<file path="src/rtl/plot_arbiter.sv">
// Round-robin pixel-port arbiter with burst lock, clipping and a one-cycle
// registered output stage feeding the 160x120 VGA adapter.

module plot_arbiter_lane #(
  parameter int SW = 160,
  parameter int SH = 120
) (
  input  logic [7:0] x_i,
  input  logic [6:0] y_i,
  input  logic [2:0] c_i,
  output logic [7:0] x_o,
  output logic [6:0] y_o,
  output logic [2:0] c_o,
  output logic       inb_o
);
  assign x_o   = x_i;
  assign y_o   = y_i;
  assign c_o   = c_i;
  // unsigned compare at full width against the screen limits
  assign inb_o = ({24'd0, x_i} < 32'(SW)) && ({25'd0, y_i} < 32'(SH));
endmodule

module plot_arbiter #(
  parameter int NUM_REQ       = 2,
  parameter int SCREEN_WIDTH  = 160,
  parameter int SCREEN_HEIGHT = 120,
  parameter int MAX_BURST     = 64
) (
  input  logic                 clk,
  input  logic                 reset,
  input  logic [NUM_REQ-1:0]   req,
  input  logic [NUM_REQ-1:0]   lock,
  input  logic [8*NUM_REQ-1:0] req_x,
  input  logic [7*NUM_REQ-1:0] req_y,
  input  logic [3*NUM_REQ-1:0] req_colour,
  output logic [NUM_REQ-1:0]   gnt,
  output logic [7:0]           x,
  output logic [6:0]           y,
  output logic [2:0]           colour,
  output logic                 plot,
  output logic [2:0]           owner,
  output logic                 locked,
  output logic [15:0]          clip_count
);
  localparam int IW = $clog2(NUM_REQ);
  localparam int CW = $clog2(MAX_BURST + 1);
  localparam bit CAN_LOCK = (MAX_BURST > 1);

  typedef logic [IW-1:0] idx_t;
  typedef enum logic {ARB, LOCK} state_t;
  typedef struct packed {
    logic [7:0] x;
    logic [6:0] y;
    logic [2:0] c;
  } pix_t;

  logic [NUM_REQ-1:0][7:0] lx;
  logic [NUM_REQ-1:0][6:0] ly;
  logic [NUM_REQ-1:0][2:0] lc;
  logic [NUM_REQ-1:0]      linb;

  for (genvar i = 0; i < NUM_REQ; i++) begin : g_lane
    plot_arbiter_lane #(.SW(SCREEN_WIDTH), .SH(SCREEN_HEIGHT)) u_lane (
      .x_i  (req_x[8*i +: 8]),
      .y_i  (req_y[7*i +: 7]),
      .c_i  (req_colour[3*i +: 3]),
      .x_o  (lx[i]),
      .y_o  (ly[i]),
      .c_o  (lc[i]),
      .inb_o(linb[i])
    );
  end

  state_t        state_q, state_d;
  idx_t          ptr_q, ptr_d;
  idx_t          own_q, own_d;
  logic [CW-1:0] cnt_q, cnt_d;
  pix_t          pix_q, pix_d;
  logic          plot_q;
  logic [15:0]   clip_q;

  logic hit, gv, inb;
  idx_t gidx, gsel, pi;
  int   p;

  function automatic idx_t wrap_inc(idx_t i);
    int n;
    n = int'(i) + 1;
    if (n >= NUM_REQ) n = 0;
    return idx_t'(n);
  endfunction

  // first requesting index at or above the pointer, wrapping
  always_comb begin
    hit  = 1'b0;
    gidx = '0;
    p    = 0;
    pi   = '0;
    for (int k = 0; k < NUM_REQ; k++) begin
      p = int'(ptr_q) + k;
      if (p >= NUM_REQ) p = p - NUM_REQ;
      pi = idx_t'(p);
      if (!hit && req[pi]) begin
        hit  = 1'b1;
        gidx = pi;
      end
    end
  end

  always_comb begin
    state_d = state_q;
    ptr_d   = ptr_q;
    own_d   = own_q;
    cnt_d   = cnt_q;
    gv      = 1'b0;
    gsel    = gidx;
    case (state_q)
      ARB: begin
        if (hit) begin
          gv    = 1'b1;
          ptr_d = wrap_inc(gidx);
          if (lock[gidx] && CAN_LOCK) begin
            state_d = LOCK;
            own_d   = gidx;
            cnt_d   = CW'(1);
          end
        end
      end
      LOCK: begin
        gsel = own_q;
        if (req[own_q]) begin
          gv    = 1'b1;
          cnt_d = cnt_q + CW'(1);
          if (!lock[own_q] || cnt_d == CW'(MAX_BURST)) begin
            state_d = ARB;
            ptr_d   = wrap_inc(own_q);
            cnt_d   = '0;
          end
        end else if (!lock[own_q]) begin
          // owner let go while idle: release without a pixel
          state_d = ARB;
          ptr_d   = wrap_inc(own_q);
          cnt_d   = '0;
        end
      end
      default: state_d = ARB;
    endcase
    if (reset) gv = 1'b0;
    gnt = '0;
    if (gv) gnt[gsel] = 1'b1;
    pix_d = '{x: lx[gsel], y: ly[gsel], c: lc[gsel]};
    inb   = linb[gsel];
  end

  always_ff @(posedge clk or posedge reset) begin
    if (reset) begin
      state_q <= ARB;
      ptr_q   <= '0;
      own_q   <= '0;
      cnt_q   <= '0;
      pix_q   <= '0;
      plot_q  <= 1'b0;
      clip_q  <= '0;
    end else begin
      state_q <= state_d;
      ptr_q   <= ptr_d;
      own_q   <= own_d;
      cnt_q   <= cnt_d;
      if (gv) begin
        pix_q  <= pix_d;
        plot_q <= inb;
        if (!inb && clip_q != 16'hFFFF) clip_q <= clip_q + 16'd1;
      end else begin
        plot_q <= 1'b0;
      end
    end
  end

  assign x          = pix_q.x;
  assign y          = pix_q.y;
  assign colour     = pix_q.c;
  assign plot       = plot_q;
  assign owner      = 3'(own_q);
  assign locked     = (state_q == LOCK);
  assign clip_count = clip_q;
endmodule

</file>
<file path="config.mk">
export PLATFORM = sky130hd
export DESIGN_NAME = plot_arbiter
export DESIGN_NICKNAME = d
export VERILOG_FILES = /design/src/rtl/plot_arbiter.sv
export SDC_FILE = /design/constraint.sdc
export NUM_CORES = 1
export LEC_CHECK = 0
export ABC_AREA = 0
export ABC_CLOCK_PERIOD_IN_PS = 3200
export CAP_MARGIN = 10
export CORE_MARGIN = 2
export CORE_UTILIZATION = 40
export CTS_BUF_LIST = sky130_fd_sc_hd__clkbuf_16
export DETAILED_ROUTE_END_ITERATION = 16
export PLACE_DENSITY = 0.7
export SKIP_CTS_REPAIR_TIMING = 1
export SYNTH_ARGS = -nofsm -noshare
export SYNTH_HDL_FRONTEND = slang
export SYNTH_HIERARCHICAL = 1
export SYNTH_SLANG_ARGS = --single-unit
</file>
<file path="constraint.sdc">
create_clock -name clk -period 3.2 [get_ports clk]
set_clock_uncertainty 0.2 [all_clocks]
set_input_delay 0.48 -clock clk [delete_from_list [all_inputs] [get_ports clk]]
set_output_delay 0.48 -clock clk [all_outputs]
set_load 0.01 [all_outputs]
</file>
==> summary.txt <==
Timing
  – RSZ-0062 raised after global routing: false
  – Final period util: 0.862
  – TNS Setup: 0 ns
  – Tightest Pin Transition: roughly 0.67 ns
  – Final Max Tran Viols: 0
  – WHS: 0.279 ns
  – Final setup fails: 0
  – Tmin final: 2.76 ns
  – FMAX: 0.362 GHz
  – Final hold violations: 0
  – Final WS setup: 0.440 ns
  – Worst rel slew slack: 0.548

Floorplan
  – I/O pin cnt: 83
  – Die height: 86.4 microns
  – Core area: 6680 sq um
  – Initial Util: 0.406
  – Die X-Extent: 86.4 microns
  – Core Rows: 30
  – Total Die Area: 7460 sq um

Power and ir drop
  – Sw Pwr: around 0.00084 W
  – Clock share of power: 0.197
  – Switching part of the total: 0.343
  – Total leakage power: between 1 and 1.5 nW
  – P_int: 0.00160 W
  – Peak VDD IR: 0.407 mV
  – Comb pwr share: 0.435
  – Reg power frac: 0.368
  – Power Dens Cells: 709 nW/um^2

Finish
  – Layout cell share with drive strength beyond 1: 0.0654
  – Layout area overhead: 26.5%
  – Final net count: 365
  – Ant diodes: 0

Route
  – Initial DRC Count: around 110
  – Pre-Repair DR Iteration Count: 4
  – Drt drc: 0
  – Vias: 2115
  – Via density: 5.27
  – Routed wire length: 5760 microns
  – Wire per inst: 14.4 microns
  – Final ANT Viol Nets: 0

Yosys
  – Synth Cell Area: 2710 sq um
  – Sequential-to-total area share from yosys stat: 0.415
  – Primary FF master, synth: dfrtp_1
  – Register bit count reported by yosys: 45
  – Post-synthesis async set-or-reset flop share: 1.00
  – Yosys cell types: 51
  – Post-synthesis area per instance: 9.73 sq um
  – Cells after Synth: between 200 and 300
  – Post-synth EDFFs: 0
  – Syn. warnings: 6

Clock network
  – Num CTS Buffers: 5
  – Clock-pin slew on the worst setup and hold paths: 0.06 ns
  – Max Root-Sink Buffers: 2
  – CTS tree: built
  – CTS sink cnt: 45
  – H-tree Lvls: 2
  – Clk_lat worst skew: 0.28 ns
  – Root buffer cell: clkbuf_16

Worst setup path
  – Startpoint types: primary input
  – Crit Path Category: primary input to output pin
  – Worst path max stage delay: roughly 0.57 ns
  – Slowest CP cell: clkdlybuf4s50_1
  – CP Max Fanout: 5
  – WP data required: 2.52 ns
  – Critical path endpoint category: output pin
  – Critical-path cell list: clkdlybuf4s50_1 -> and2b_1 -> o21ai_0 -> nor2_1 -> clkdlybuf4s50_1
  – WP data arrival: 2.08 ns
  – Crit path top cell by count: clkdlybuf4s50_1
  – Buffers & Inverters on Critical Path: 2
  – CP top delay family: buffers and inverters

Min path
  – Min-delay worst type: flip-flop to flip-flop

Global route
  – GRT overflow: 0
  – Pin count of the biggest net entering global routing: 46
  – Antenna violations before repair: 0
  – Vias in the first global route: 2083
  – First-pass GRT wire length: 9470 microns
  – GRT Overall Usage: 0.160

Placement
  – Final Wtd Congestion: 0.819
  – Port Buffers: 80
  – HPWL after DPL: 4250 microns
  – Post-place setup slack: 0.429 ns

Status
  – Status: finished, final reports clean

Job
  – Max-Cap Viols: 0
[registers in the layout, indices dropped and copies added (netlist names)]
name / flops
colour: 3
cnt_q: 7
own_q: 1
y: 7
clip_count: 16
plot: 1
ptr_q: 1
x: 8
locked: 1
[layer usage]
metal | GRT usage | part of all wire | vias up
li1 | - | - | 1038
met1 | 0.191 | 0.43 | 1004
met2 | 0.270 | 0.49 | 61
met3 | 0.0495 | 0.061 | 12
met4 | 0.0625 | 0.019 | 0
met5 | 0 | 0 | -
[cells in the final DEF, fill, tap and decap left out, types with 3 or more instances in the layout]
| cell | n |
|---|---|
| and3_1 | 8 |
| buf_4 | 3 |
| clkbuf_16 | 5 |
| clkdlybuf4s50_1 | 80 |
| dfrtp_1 | 45 |
| inv_1 | 6 |
| mux2_2 | 3 |
| mux2i_1 | 18 |
| nand2_1 | 29 |
| nand2b_1 | 3 |
| nand3_1 | 12 |
| nand4_1 | 8 |
| nor2_1 | 7 |
| nor3_1 | 5 |
| o21a_1 | 5 |
| o21ai_0 | 26 |
| xnor2_1 | 11 |
| xor2_1 | 3 |
[per-stage QoR]
step | util | power [W] | std cells | instance area (sq um)
after CTS | 0.514 | 0.00247 | 401 | 3430
after floorplan | - | 0.00152 | 280 | 2720
after global placement | 0.494 | 0.00196 | 394 | 3300
final | 0.514 | 0.00243 | 401 | 3430
after global routing | 0.514 | 0.00261 | 401 | 3430
after detailed placement | 0.494 | 0.00198 | 394 | 3300
[layout make-up]
class                   count  area (sq um)
well taps                  80           100
clock buffers               5           125
fillers                   634          3250
clock inverters             2          7.51
multi-input cells         180          1230
flip-flops and latches     45          1130
repair buffers             83           823
inverters                   6          22.5
[cell usage after synthesis (3+ instances only)]
library cell   n  share of area
o21ai_0       26          0.048
nand2b_1       3         0.0069
buf_4         40           0.11
nor2_1         7         0.0097
mux2i_1       18          0.066
inv_1          6         0.0083
clkbuf_1       3         0.0041
buf_2          6          0.011
dfrtp_1       45           0.41
nor3_1         5         0.0092
xor2_1         3         0.0097
nand4_1        8          0.018
mux2_2         3          0.012
o21a_1         5          0.014
nand2_1       29          0.040
nand3_1       12          0.022
and3_1         8          0.018
xnor2_1       11          0.035
[path summary, 6_finish.rpt]
path                          startpoint             to  slack [ns]  cells past startpoint
setup reg to reg           clip_count[0]  clip_count[1]        0.76                      6
max in group asynchronous          reset       cnt_q[4]        1.89                      3
hold / removal                      y[6]           y[6]        0.28                      2
min in group asynchronous          reset           plot        0.53                      3
hold reg to reg                     y[6]           y[6]        0.28                      2
setup / recovery                  req[0]         gnt[0]        0.44                      5
[worst min-delay path: stages (launching register included)]
cell and delay, ns:
dfrtp_1 0.33, nand2_1 0.05, o21ai_0 0.06
[kinds of logic (layout without fill, tap and decap cells)]
kind of cell,Yosys count,after routing,share of synthesized area
AOI/OAI and AO/OA,57,57,0.148
other,1,2,0.00138
and+or+nand+nor,83,83,0.165
adders and majority gates,2,2,0.00922
buffers and inverters,55,96,0.134
muxes,22,22,0.0830
DFF,45,45,0.415
xor gates and xnor gates,14,14,0.0452
[power by group through the flow]
stage	sequential, W	combinational (W)	clock (W)
final	0.000895	0.00106	0.000479
after global routing	0.000922	0.00117	0.000522
after floorplan	0.000945	0.000572	0
after global placement	0.000901	0.00106	0
after CTS	0.000897	0.00108	0.000494
after detailed placement	0.000903	0.00108	0
No activity file was read; power rests on OpenSTA's default activity.
